[src/rtl/mplc_fetch_if.sv]
// Program-memory read port plus instruction-register handshake toward the execution core.
// The master side belongs to the fetch sequencer.
interface mplc_fetch_if #(
  parameter int DW = 18,
  parameter int AW = 12
);
  logic [AW-1:0] A;
  logic [DW-1:0] DQ;
  logic          IR_VALID;
  logic          IR_READY;
  logic [3:0]    IR_OPC;
  logic [1:0]    IR_MOD;
  logic [AW-1:0] IR_OPND;
  logic [AW-1:0] IR_PC;
  logic          EXEC_IDLE;
  logic          CR;

  modport master (
    output A, IR_VALID, IR_OPC, IR_MOD, IR_OPND, IR_PC,
    input  DQ, IR_READY, EXEC_IDLE, CR
  );

  modport slave (
    input  A, IR_VALID, IR_OPC, IR_MOD, IR_OPND, IR_PC,
    output DQ, IR_READY, EXEC_IDLE, CR
  );
endinterface

[src/rtl/mplc_fetch_seq.sv]
// PLC fetch/sequencer: one IR per cycle after a 2-cycle start, jumps resolved locally (1 bubble),
// IR held stable while IR_VALID && !IR_READY; each scan is bounded by a step watchdog.
module mplc_fetch_seq #(
  parameter int            DW        = 18,
  parameter int            AW        = 12,
  parameter logic [3:0]    OP_JMP    = 4'hE,
  parameter logic [3:0]    OP_JMPC   = 4'hD,
  parameter logic [AW-1:0] END_ADDR  = 12'hFFF,
  parameter logic [15:0]   MAX_STEPS = 16'd4096
) (
  input  logic        CLK,
  input  logic        RST,
  input  logic        START,
  input  logic        STOP,
  mplc_fetch_if.master bus,
  output logic        RUNNING,
  output logic        SCAN_DONE,
  output logic [15:0] SCAN_CNT,
  output logic        FAULT
);

  localparam logic [2:0] S_IDLE    = 3'd0;
  localparam logic [2:0] S_RUN     = 3'd1;
  localparam logic [2:0] S_WAIT_CR = 3'd2;
  localparam logic [2:0] S_DRAIN   = 3'd3;
  localparam logic [2:0] S_FAULT   = 3'd4;

  localparam logic [AW-1:0] PC_ONE = {{(AW-1){1'b0}}, 1'b1};

  logic [2:0]    state;
  logic [AW-1:0] pc;
  logic [AW-1:0] tgt;
  logic [15:0]   step;
  logic          ir_valid;
  logic [3:0]    ir_opc;
  logic [1:0]    ir_mod;
  logic [AW-1:0] ir_opnd;
  logic [AW-1:0] ir_pc;
  logic          scan_done;
  logic [15:0]   scan_cnt;

  logic [3:0]    dq_opc;
  logic [1:0]    dq_mod;
  logic [AW-1:0] dq_opnd;
  logic          slot_open;
  logic          core_quiet;
  logic          wd_trip;

  assign dq_opc     = bus.DQ[DW-1:DW-4];
  assign dq_mod     = bus.DQ[DW-5:DW-6];
  assign dq_opnd    = bus.DQ[AW-1:0];
  assign slot_open  = !ir_valid || bus.IR_READY;
  assign core_quiet = !ir_valid && bus.EXEC_IDLE;
  assign wd_trip    = (step >= MAX_STEPS);

  always_ff @(posedge CLK or posedge RST) begin
    if (RST) begin
      state     <= S_IDLE;
      pc        <= '0;
      tgt       <= '0;
      step      <= '0;
      ir_valid  <= 1'b0;
      ir_opc    <= '0;
      ir_mod    <= '0;
      ir_opnd   <= '0;
      ir_pc     <= '0;
      scan_done <= 1'b0;
      scan_cnt  <= '0;
    end else begin
      scan_done <= 1'b0;
      // An accepted IR retires unless the RUN slot below reloads it.
      if (ir_valid && bus.IR_READY)
        ir_valid <= 1'b0;

      case (state)
        S_IDLE: begin
          if (START) begin
            state <= S_RUN;
            step  <= '0;
            pc    <= '0;
          end
        end

        S_RUN: begin
          if (wd_trip) begin
            state    <= S_FAULT;
            ir_valid <= 1'b0;
          end else if (slot_open) begin
            if (dq_opc == OP_JMP) begin
              if (dq_opnd == END_ADDR) begin
                state <= S_DRAIN;
              end else begin
                pc   <= dq_opnd;
                step <= step + 16'd1;
              end
            end else if (dq_opc == OP_JMPC) begin
              // Target is latched so the decision does not depend on DQ staying put.
              tgt   <= dq_opnd;
              state <= S_WAIT_CR;
            end else begin
              ir_opc   <= dq_opc;
              ir_mod   <= dq_mod;
              ir_opnd  <= dq_opnd;
              ir_pc    <= pc;
              ir_valid <= 1'b1;
              pc       <= pc + PC_ONE;
              step     <= step + 16'd1;
            end
          end
        end

        S_WAIT_CR: begin
          if (wd_trip) begin
            state    <= S_FAULT;
            ir_valid <= 1'b0;
          end else if (core_quiet) begin
            pc    <= bus.CR ? tgt : pc + PC_ONE;
            step  <= step + 16'd1;
            state <= S_RUN;
          end
        end

        S_DRAIN: begin
          if (core_quiet) begin
            scan_done <= 1'b1;
            scan_cnt  <= scan_cnt + 16'd1;
            pc        <= '0;
            step      <= '0;
            state     <= STOP ? S_IDLE : S_RUN;
          end
        end

        S_FAULT: begin
          ir_valid <= 1'b0;
        end

        default: begin
          state    <= S_IDLE;
          ir_valid <= 1'b0;
        end
      endcase
    end
  end

  assign bus.A        = pc;
  assign bus.IR_VALID = ir_valid;
  assign bus.IR_OPC   = ir_opc;
  assign bus.IR_MOD   = ir_mod;
  assign bus.IR_OPND  = ir_opnd;
  assign bus.IR_PC    = ir_pc;

  assign RUNNING   = (state == S_RUN) || (state == S_WAIT_CR) || (state == S_DRAIN);
  assign FAULT     = (state == S_FAULT);
  assign SCAN_DONE = scan_done;
  assign SCAN_CNT  = scan_cnt;

endmodule

[src/flat_wrapper.sv]
// flat-port wrapper written by rule: the top's interface ports become plain ports
module mplc_fetch_seq_flat 
#(
  parameter int            DW        = 18,
  parameter int            AW        = 12,
  parameter logic [3:0]    OP_JMP    = 4'hE,
  parameter logic [3:0]    OP_JMPC   = 4'hD,
  parameter logic [AW-1:0] END_ADDR  = 12'hFFF,
  parameter logic [15:0]   MAX_STEPS = 16'd4096
)
  (CLK, RST, START, STOP, RUNNING, SCAN_DONE, SCAN_CNT, FAULT, bus_A, bus_IR_VALID, bus_IR_OPC, bus_IR_MOD, bus_IR_OPND, bus_IR_PC, bus_DQ, bus_IR_READY, bus_EXEC_IDLE, bus_CR);
  mplc_fetch_if #(.DW(DW), .AW(AW)) bus_i ();
  input  logic CLK;
  input  logic RST;
  input  logic START;
  input  logic STOP;
  output logic RUNNING;
  output logic SCAN_DONE;
  output logic [15:0] SCAN_CNT;
  output logic FAULT;
  output wire logic [$bits(bus_i.A)-1:0] bus_A;
  output wire logic [$bits(bus_i.IR_VALID)-1:0] bus_IR_VALID;
  output wire logic [$bits(bus_i.IR_OPC)-1:0] bus_IR_OPC;
  output wire logic [$bits(bus_i.IR_MOD)-1:0] bus_IR_MOD;
  output wire logic [$bits(bus_i.IR_OPND)-1:0] bus_IR_OPND;
  output wire logic [$bits(bus_i.IR_PC)-1:0] bus_IR_PC;
  input wire logic [$bits(bus_i.DQ)-1:0] bus_DQ;
  input wire logic [$bits(bus_i.IR_READY)-1:0] bus_IR_READY;
  input wire logic [$bits(bus_i.EXEC_IDLE)-1:0] bus_EXEC_IDLE;
  input wire logic [$bits(bus_i.CR)-1:0] bus_CR;
  assign bus_A = bus_i.A;
  assign bus_IR_VALID = bus_i.IR_VALID;
  assign bus_IR_OPC = bus_i.IR_OPC;
  assign bus_IR_MOD = bus_i.IR_MOD;
  assign bus_IR_OPND = bus_i.IR_OPND;
  assign bus_IR_PC = bus_i.IR_PC;
  assign bus_i.DQ = bus_DQ;
  assign bus_i.IR_READY = bus_IR_READY;
  assign bus_i.EXEC_IDLE = bus_EXEC_IDLE;
  assign bus_i.CR = bus_CR;
  mplc_fetch_seq #(.DW(DW), .AW(AW), .OP_JMP(OP_JMP), .OP_JMPC(OP_JMPC), .END_ADDR(END_ADDR), .MAX_STEPS(MAX_STEPS)) u_core (.CLK(CLK), .RST(RST), .START(START), .STOP(STOP), .bus(bus_i), .RUNNING(RUNNING), .SCAN_DONE(SCAN_DONE), .SCAN_CNT(SCAN_CNT), .FAULT(FAULT));
endmodule
[config.mk]
export PLATFORM = sky130hd
export DESIGN_NAME = mplc_fetch_seq_flat
export DESIGN_NICKNAME = d
export VERILOG_FILES = /design/src/rtl/mplc_fetch_if.sv /design/src/rtl/mplc_fetch_seq.sv /design/src/flat_wrapper.sv
export SDC_FILE = /design/constraint.sdc
export NUM_CORES = 1
export LEC_CHECK = 0
export CAP_MARGIN = 10
export CELL_PAD_IN_SITES_DETAIL_PLACEMENT = 2
export CELL_PAD_IN_SITES_GLOBAL_PLACEMENT = 2
export CORE_MARGIN = 2
export CORE_UTILIZATION = 40
export CTS_BUF_LIST = sky130_fd_sc_hd__clkbuf_4
export DETAILED_ROUTE_END_ITERATION = 7
export DONT_BUFFER_PORTS = 1
export PLACE_DENSITY = 0.83
export SKIP_LAST_GASP = 1
export SLEW_MARGIN = 20
export SYNTH_ARGS = -nofsm -noshare
export SYNTH_HDL_FRONTEND = slang
export SYNTH_SLANG_ARGS = --single-unit
[constraint.sdc]
create_clock -name CLK -period 3 [get_ports CLK]
set_input_delay 0.3 -clock CLK [delete_from_list [all_inputs] [get_ports CLK]]
set_output_delay 0.3 -clock CLK [all_outputs]
set_load 0.05 [all_outputs]
==> run metrics, run 1 <==
detailed-route wire length per cell 23.4 um; Slew Limit Fails 0; CP arrival between 2 and 3 ns; Initial Util 40.5%; register area share after synthesis 49.9%; Worst Tran Pin Value ~0.88 ns; nature of the critical path endpoint flip-flop; crit path max fanout 13; initial DRC count 163; row count 39; Post-synth EDFFs 0; Hold WC Path Type input pin to flip-flop; Synth Register Bits a little over 90; Core Area around 11000 sq um; Worst setup SP type flip-flop; n_diodes 0; total clock buffers created by CTS 9; dpl cells 566; Design Area, Final 5120 sq um; Ports 87; worst hold slack 0.130 ns; pin count of the biggest net entering global routing between 50 and 60; status finished, final reports clean; Worst slew margin 41.2%; most common cell in the netlist dfrtp_1; Fmax between 300 and 400 MHz; postcts setup bufs 0; Internal Power roughly 2.6 mW; CTS tree yes; switching portion of total power 52.0%; post-synthesis cell area 4560 sq um; routed vias 3618; Sink Count between 90 and 100; die height 111 um; GRT Overall Usage 23.7%; Power Dens Cells between 1000 and 1500 nW/um^2; Synth Instances 422; residual DRC count 0; Pleak 2.22 nW; non-filler instance count after layout 601; synth unique cells 61; max-cap viol count 0; fin nets 482; final WL about 14000 um; Tmin final approximately 2.6 ns; vias in the first global route roughly 4100; post-placement cell area 4820 sq um; Avg Inst Size Synth 10.8 sq um; RSZ-0062 raised after global routing false; routability congestion estimate 0.831; Worst EP required between 3 and 4 ns; WS Path Type flip-flop to flip-flop; H-tree Lvls 3; Synth area leader dfrtp_1; DRT Pass-1 Iters 4; Clock Tree Buf Depth 2; DR vias/cell between 6 and 7; initial antenna violation count 0; P&R area growth vs syn 12.2%; clock insertion delay at the later pin of the skew report 0.47 ns; async set-reset flop share out of synthesis 100%; Die Footprint 12300 sq um; Yosys warnings 0; Post-DRT Antenna Nets 0; Flop pwr share 53.5%; Psw between 2 and 3 mW; Final Setup Violations 0; Post-synth top flop dfrtp_1; first-pass GRT wire length about 23000 um; Layout Skew 0.0223 ns; Clock power frac a little under an eighth; gr ovfl total 0; Worst-path clk slew 0.14 ns; Port Buffers 0; final period utilization 87.3%; Fin. Hold Viols 0; HPWL after detailed placement ~9400 um; most frequent cells after synthesis dfrtp_1, mux2_2, nand2_1, o21ai_0, nor2_1; Worst IR Drop VDD 0.000761 V; Syn Nets 451; setup TNS 0 ns; layout cell share with drive strength beyond 1 19.9%; Die Wd 111 um; combinational share of power 35.2%; Yosys top cell area share 49.9%; clk root buf clkbuf_4; largest cells by area after synthesis dfrtp_1, mux2_2, o21ai_0
==> routing by layer <==
metal / global-route usage [%] / wire (um) / up-vias / part of all wire (%)
li1: - / - / 1614 / -
met1: 27.5 / 5690 / 1895 / 41
met2: 41.8 / 7390 / 84 / 53
met3: 6.07 / 610 / 25 / 4.3
met4: 9.33 / 343 / 0 / 2.4
met5: 0 / 0 / - / 0
==> final cells by class <==
class                           count  area (sq um)
Inverter                           14          55.1
Sequential cell                    91          2280
Multi-Input combinational cell    298          2160
Clock buffer                       10          75.1
Timing Repair Buffer               39           340
Clock inverter                      6          32.5
Tap cell                          143           179
Fill cell                        1151          6150
==> kinds of logic (layout without fill, tap and decap cells) <==
logic type	Yosys count	in the layout	synth area share (%)
adders and majority gates	4	4	1.10
buffers and inverters	33	69	2.88
xor gates and xnor gates	19	19	3.65
DFF	91	91	49.9
AOI/OAI and AO/OA	95	95	14.5
muxes	51	51	12.5
and+or+nand+nor	129	129	15.5
==> final timing paths <==
path	start	end	slack, ns	cells past startpoint
worst max-delay path	u_core.step[15]	u_core.bus.A[8]	0.38	6
worst min-delay path	bus_CR	u_core.bus.A[11]	0.13	3
worst max register to register	u_core.step[15]	u_core.bus.A[8]	0.38	6
worst min register to register	u_core.tgt[5]	u_core.tgt[5]	0.52	1
max in group asynchronous	RST	u_core.SCAN_CNT[6]	1.80	3
min in group asynchronous	RST	u_core.SCAN_CNT[15]	0.41	2
==> repair_timing <==
item | CTS | global route
resized for setup | 0 | 0
hold endpoints to repair | 80 | 0
hold buffers | 19 | 0
==> critical path: stages (launching register included) <==
cell and delay, ns:
dfrtp_1 0.43, nor4_4 0.49, a211oi_1 0.21, a2111o_1 0.66
nor2_2 0.18, buf_4 0.19, mux2_2 0.35
==> state kept, by name, indices dropped and copies added, names as in the netlist <==
name / flops
u_core.SCAN_CNT: 16
u_core.step: 16
u_core.bus.A: 12
u_core.bus.IR_OPND: 12
u_core.bus.IR_PC: 12
u_core.tgt: 12
u_core.bus.IR_OPC: 4
u_core.state: 3
u_core.bus.IR_MOD: 2
u_core.SCAN_DONE: 1
u_core.bus.IR_VALID: 1
==> placed cells by master (no fill, tap or decap), drive strengths merged, types with 5 or more instances in the layout <==
| master | Yosys | routed |
|---|---|---|
| mux2 | 47 | 47 |
| clkinv | 1 | 5 |
| a31oi | 5 | 5 |
| clkbuf | 14 | 10 |
| dlygate4sd3 | 0 | 19 |
| and3 | 6 | 6 |
| nor2 | 20 | 20 |
| nand3 | 15 | 15 |
| and2 | 5 | 5 |
| nand4 | 6 | 6 |
| inv | 13 | 13 |
| nor2b | 5 | 5 |
| o21a | 6 | 6 |
| o31ai | 13 | 13 |
| buf | 5 | 20 |
| a21oi | 10 | 10 |
| nor3 | 17 | 17 |
| dfrtp | 91 | 91 |
| o21ai | 26 | 26 |
| xor2 | 7 | 7 |
| nand2 | 28 | 28 |
| and4 | 6 | 6 |
| xnor2 | 12 | 12 |
==> power groups by stage <==
stage | Clock (mW) | Sequential [mW] | Combinational (mW)
after floorplan | 0 | 2.86 | 1.33
after global placement | 0 | 2.89 | 1.76
after detailed placement | 0 | 2.92 | 1.86
after CTS | 0.624 | 2.89 | 1.89
after global routing | 0.673 | 2.96 | 2.10
final | 0.610 | 2.90 | 1.90
==> through the flow <==
stage               power [mW]  utilization [%]  setup slack, ns
finish                    5.41             45.4            0.381
CTS                       5.41             45.4            0.347
global placement          4.64             42.8            0.425
floorplan                 4.19                -            0.336
detailed placement        4.78             42.8            0.375
global route              5.73             45.4            0.230
No activity file was read; power rests on OpenSTA's default activity.
==> run 2, diff against run 1 <==
--- a/config.mk
+++ b/config.mk
@@ -10,4 +10,5 @@
 export CELL_PAD_IN_SITES_GLOBAL_PLACEMENT = 2
+export CORE_ASPECT_RATIO = 0.6
 export CORE_MARGIN = 2
-export CORE_UTILIZATION = 40
+export CORE_UTILIZATION = 38
 export CTS_BUF_LIST = sky130_fd_sc_hd__clkbuf_4
==> constraint.sdc (replaced) <==
create_clock -name CLK -period 2.18 [get_ports CLK]
set_input_delay 0.218 -clock CLK [delete_from_list [all_inputs] [get_ports CLK]]
set_output_delay 0.218 -clock CLK [all_outputs]
set_load 0.1 [all_outputs]
==> run 2 against run 1 <==
The flow now finishes with violations (negative setup slack). Core utilization up 6.4 points. Non-clock buffer count increased by 63. Combinational power rose to 2.9 times the previous value. Sequential share of layout area down 6.0 points. Flip-flop and latch count did not move. Worst hold slack worse by 0.10 ns.
==> run metrics, run 2 (synthesis results as in run 1) <==
row count 30 (-23%); GRT Overall Usage 29.9% (+6.2 points); Fmax 419 MHz (+9.8%); Die Footprint 12900 sq um (+5.3%); Worst Tran Pin Value 0.954 ns (+0.0756 ns); Worst EP required 2.55 ns (-0.80 ns); worst setup margin -0.205 ns (-0.586 ns); Port Buffers 0 (unchanged); Sink Count 91 (unchanged); nature of the critical path endpoint flip-flop; Power Dens Cells 1810 nW/um^2 (+71%); initial antenna violation count 0 (unchanged); clock insertion delay at the later pin of the skew report 0.51 ns (+0.04 ns); vias in the first global route 4647 (+13%); post-place setup slack -0.0995 ns (-0.474 ns); HPWL after detailed placement 11100 um (+18%); Clock Tree Buf Depth 2 (unchanged); worst reg2reg path depth 7 (+1); fin nets 545 (+13%); die height 88.9 um (-20%); Worst setup SP type flip-flop; violated checks negative setup slack; most frequent cells in the layout dfrtp_1, buf_4, mux2_2; Initial Util 39.7% (-0.75 points); Ports 87 (unchanged); CTS tree yes; Final Setup Violations 51 (+51); gr ovfl total 0 (unchanged); worst hold slack 0.0299 ns (-0.100 ns); P&R area growth vs syn 30.3%; pin count of the biggest net entering global routing 35 (-34%); Core Area 11500 sq um (+1.9%); Worst path max stage delay 0.46 ns (-0.20 ns); first-pass GRT wire length 28700 um (+26%); Design Area, Final 5950 sq um (+16%); crit-path cells nor4_4 > o21bai_2 > a2111o_1 > buf_6 > buf_6 > o31ai_2 > a21oi_2; clk root buf clkbuf_4; worst hold stages 3 (unchanged); post-placement cell area 5260 sq um (+9.1%); CP arrival 2.76 ns (-0.21 ns); Fin. Hold Viols 0 (unchanged); final WL 21700 um (+55%); WHS Endpoint u_core.state[1]; status complete, but fails checks; Worst slew margin 36.4% (-4.8 points); Hold WC Path Type input pin to flip-flop; total clock buffers created by CTS 9 (unchanged); worst path buffer plus inverter count 2 (+1); DRT Pass-1 Iters 4 (unchanged); Worst IR Drop VDD 0.00107 V (+41%); routability congestion estimate 0.847 (+1.9%); detailed-route wire length per cell 31.8 um (+36%); Layout Skew 0.0459 ns (+0.0235 ns); DR vias/cell 6.36 (+5.7%); layout cell share with drive strength beyond 1 36.3% (+16 points); Hold Startpoint bus_EXEC_IDLE; commonest non-fill, non-tap cell in the layout dfrtp_1; Total Power 10.7 mW (+98%); Pleak 2.63 nW (+19%); Worst-path clk slew 0.17 ns (+0.03 ns); Critical-path top delay cell a2111o_1; final period utilization 109% (+22 points); WS Path Type flip-flop to flip-flop; Die Wd 145 um (+31%); CP top delay family compound AO/OA/AOI/OAI gates; residual DRC count 0 (unchanged); H-tree Lvls 3 (unchanged); RR Endpoint u_core.step[11]; fillers 1137 (-1.2%); setup TNS -3.37 ns (-3.37 ns); crit path max fanout 9 (-4); Post-DRT Antenna Nets 0 (unchanged); critical path's most frequent cell buf_6; max-cap viol count 0 (unchanged); Tmin final 2.38 ns (-0.234 ns); routed vias 4339 (+20%); worst r2r src u_core.step[13]; R2R setup slack -0.20 ns (-0.59 ns); RSZ-0062 raised after global routing true; initial DRC count 293 (+80%); Slew Limit Fails 0 (unchanged)
[run 2: cell types whose count changed in the layout (fill, tap and decap cells not counted), moves of 5 or more]
cell	change
buf_4	+46
buf_6	+7
dfrtp_1	-11
dfrtp_2	+11
mux2_2	-5
mux2_4	+5
[run 2: timing repair]
| action | in CTS | in global routing |
|---|---|---|
| resized for setup | 20 | 34 |
| hold buffers | 19 | 0 |
| hold endpoints to repair | 62 | 0 |
| cloned | 0 | 3 |
| endpoints found under the setup margin | 29 | 66 |
| setup buffers | 8 | 10 |
| pin swaps | 9 | 8 |
[run 2: routing by layer]
layer | up-vias | track usage [%] | wire, um
li1 | 1746 | - | -
met3 | 68 | 8.56 | 1570
met2 | 238 | 51.0 | 10300
met4 | 0 | 12.5 | 770
met1 | 2287 | 36.4 | 9060
met5 | - | 0 | 0
[run 2: worst min-delay path, stage by stage]
cell and delay [ns]:
nand2b_4 0.05, o2111ai_1 0.13, o21ai_0 0.11
[run 2: metrics by stage]
stage,utilization [%],cells
after global placement,45.8,627
final,51.8,682
after floorplan,-,422
after CTS,49.5,669
after detailed placement,45.8,627
after global routing,51.8,681
[run 2: final cells by class]
cell class,count,area [sq um],area share (%)
Multi-Input combinational cell,298,2330,39.1
Sequential cell,91,2290,38.5
Antenna cell,1,2.50,0.0421
Clock buffer,13,97.6,1.64
Timing Repair Buffer,102,955,16.1
Clock inverter,3,17.5,0.295
Tap cell,160,200,3.37
Inverter,14,56.3,0.947
[run 2: power by group]
group	internal, mW	switching (mW)
clock network	0.283	0.647
registers	2.20	2.12
logic	1.94	3.55
total	4.43	6.31
[run 2: worst max-delay path by stage]
stage / start / to / slack (ns) / depth (start not counted)
4_1_cts: u_core.step[15] / u_core.step[11] / -0.05 / 6
6_report: u_core.step[13] / u_core.step[11] / -0.20 / 7
3_5_place_dp: u_core.step[13] / u_core.step[6] / -0.1 / 6
3_3_place_gp: u_core.step[13] / u_core.step[5] / 0.09 / 6
2_1_floorplan: u_core.step[13] / u_core.bus.A[1] / -0.05 / 6
5_1_grt: u_core.step[13] / u_core.step[11] / -0.21 / 7
==> run 3, diff against run 2 <==
- CORE_UTILIZATION: 38 -> 35
- PLACE_DENSITY: 0.83 -> 0.78
==> run 3 against run 2 <==
The flow still finishes with violations (negative setup slack). Die area is 8.3% higher. Cell count is 0.44% lower. Worst hold slack worse by 0.0063 ns. Global-route usage is 6.8 points lower. Critical endpoint is now u_core.step[5].
==> run metrics, run 3 (synthesis results as in run 1) <==
crit path max fanout 11 (+2); fin nets 533 (-2.2%); final WL 16400 um (-25%); vias in the first global route 4290 (-7.7%); Clock Tree Buf Depth 2 (unchanged); Die Footprint 14000 sq um (+8.3%); GRT Overall Usage 23.0% (-6.8 points); initial antenna violation count 0 (unchanged); crit-path cells nor4_4 > o21bai_2 > a2111o_1 > buf_6 > o31a_1 > o21a_1; Worst EP required 2.55 ns (about the same); Initial Util 35.7% (-4.0 points); status complete, but fails checks; clk root buf clkbuf_4; WS Path Type flip-flop to flip-flop; Die Wd 151 um (+4.1%); P&R area growth vs syn 26.6%; Core Area 12800 sq um (+11%); final period utilization 107% (-2.9 points); commonest non-fill, non-tap cell in the layout dfrtp_1; violated checks negative setup slack; Worst-path clk slew 0.16 ns (about the same); total clock buffers created by CTS 9 (unchanged); post-place setup slack -0.0287 ns (+0.0708 ns); CTS tree yes; Hold WC Path Type input pin to flip-flop; gr ovfl total 0 (unchanged); residual DRC count 0 (unchanged); max-cap viol count 0 (unchanged); clock insertion delay at the later pin of the skew report 0.48 ns (-0.03 ns); H-tree Lvls 3 (unchanged); first-pass GRT wire length 24600 um (-14%); CP arrival 2.69 ns (-0.07 ns); Final Setup Violations 20 (-61%); Slew Limit Fails 0 (unchanged); die height 92.4 um (+4.0%); Worst Tran Pin Value 0.920 ns (-0.0340 ns); Fmax 431 MHz (+2.7%); nature of the critical path endpoint flip-flop; DRT Pass-1 Iters 4 (unchanged); Post-DRT Antenna Nets 0 (unchanged); routed vias 3930 (-9.4%); detailed-route wire length per cell 24.1 um (-24%); initial DRC count 184 (-37%); Worst slew margin 38.7% (+2.3 points); RSZ-0062 raised after global routing true; Critical-path top delay cell a2111o_1; worst setup margin -0.142 ns (+0.0627 ns); most frequent cells in the layout dfrtp_1, buf_4, mux2_2; Worst path max stage delay 0.52 ns (+0.06 ns); HPWL after detailed placement 10800 um (-3.0%); row count 32 (+6.7%); Layout Skew 0.0315 ns (-0.0144 ns); Port Buffers 0 (unchanged); pin count of the biggest net entering global routing 36 (+2.9%); layout cell share with drive strength beyond 1 33.8% (-2.5 points); routability congestion estimate 0.824 (-2.7%); Fin. Hold Viols 0 (unchanged); Ports 87 (unchanged); DR vias/cell 5.79 (-9.0%); Worst setup SP type flip-flop; Sink Count 91 (unchanged); Tmin final 2.32 ns (-0.0627 ns); n_diodes 0 (-1)
## run 3: what timing repair did
| item | 4_1_cts | 5_1_grt |
|---|---|---|
| setup endpoints to repair | 3 | 52 |
| buffers inserted | 0 | 6 |
| hold endpoints to repair | 62 | 0 |
| resized for setup | 1 | 20 |
| cloned | 0 | 1 |
| hold buffers | 19 | 0 |
| pin swaps | 2 | 12 |
## run 3: layer usage
layer	wire, um	up-vias	track usage [%]
met4	170	0	4.36
met2	7550	137	36.2
met3	1010	19	5.17
met1	7640	2047	32.8
met5	0	-	0
li1	-	1727	-
## run 3: metrics by stage
step	hold slack [ns]	util, %	instances	setup TNS, ns	instance area, sq um
global route	0.0444	45.2	679	-3.37	5780
global placement	0.273	41.4	637	0	5280
finish	0.0236	45.2	679	-1.27	5780
CTS	0.0177	44.0	672	-0.0212	5620
floorplan	0.335	-	422	-0.112	4620
detailed placement	0.289	41.4	637	-0.0287	5280
## run 3: worst paths after layout
path | cells past startpoint | start | slack [ns] | to
min | 3 | bus_EXEC_IDLE | 0.02 | u_core.state[1]
min in group asynchronous | 2 | RST | 0.40 | u_core.bus.A[2]
min reg2reg | 1 | u_core.SCAN_CNT[14] | 0.52 | u_core.SCAN_CNT[14]
max in group asynchronous | 3 | RST | 1.04 | u_core.bus.A[11]
max | 6 | u_core.step[15] | -0.14 | u_core.step[5]
max reg2reg | 6 | u_core.step[15] | -0.14 | u_core.step[5]
## run 3: area by class of cell
cell class | instances | area (sq um)
multi-input cells | 298 | 2270
repair buffers | 90 | 810
flip-flops and latches | 91 | 2290
clock inverters | 6 | 65.1
fillers | 1311 | 7000
well taps | 170 | 213
inverters | 14 | 56.3
clock buffers | 10 | 75.1
## run 3: critical path: cells and delay by family (launching register included)
kind | cells | cell delay, ns
flip-flops | 1 | 0.46
buffers and inverters | 1 | 0.20
AO/OA/AOI/OAI | 4 | 1.14
AND/OR/NAND/NOR | 1 | 0.41
Power of run 3 is not shown: default switching activity piles up to over one toggle a cycle in this logic, so the estimate is an artifact.
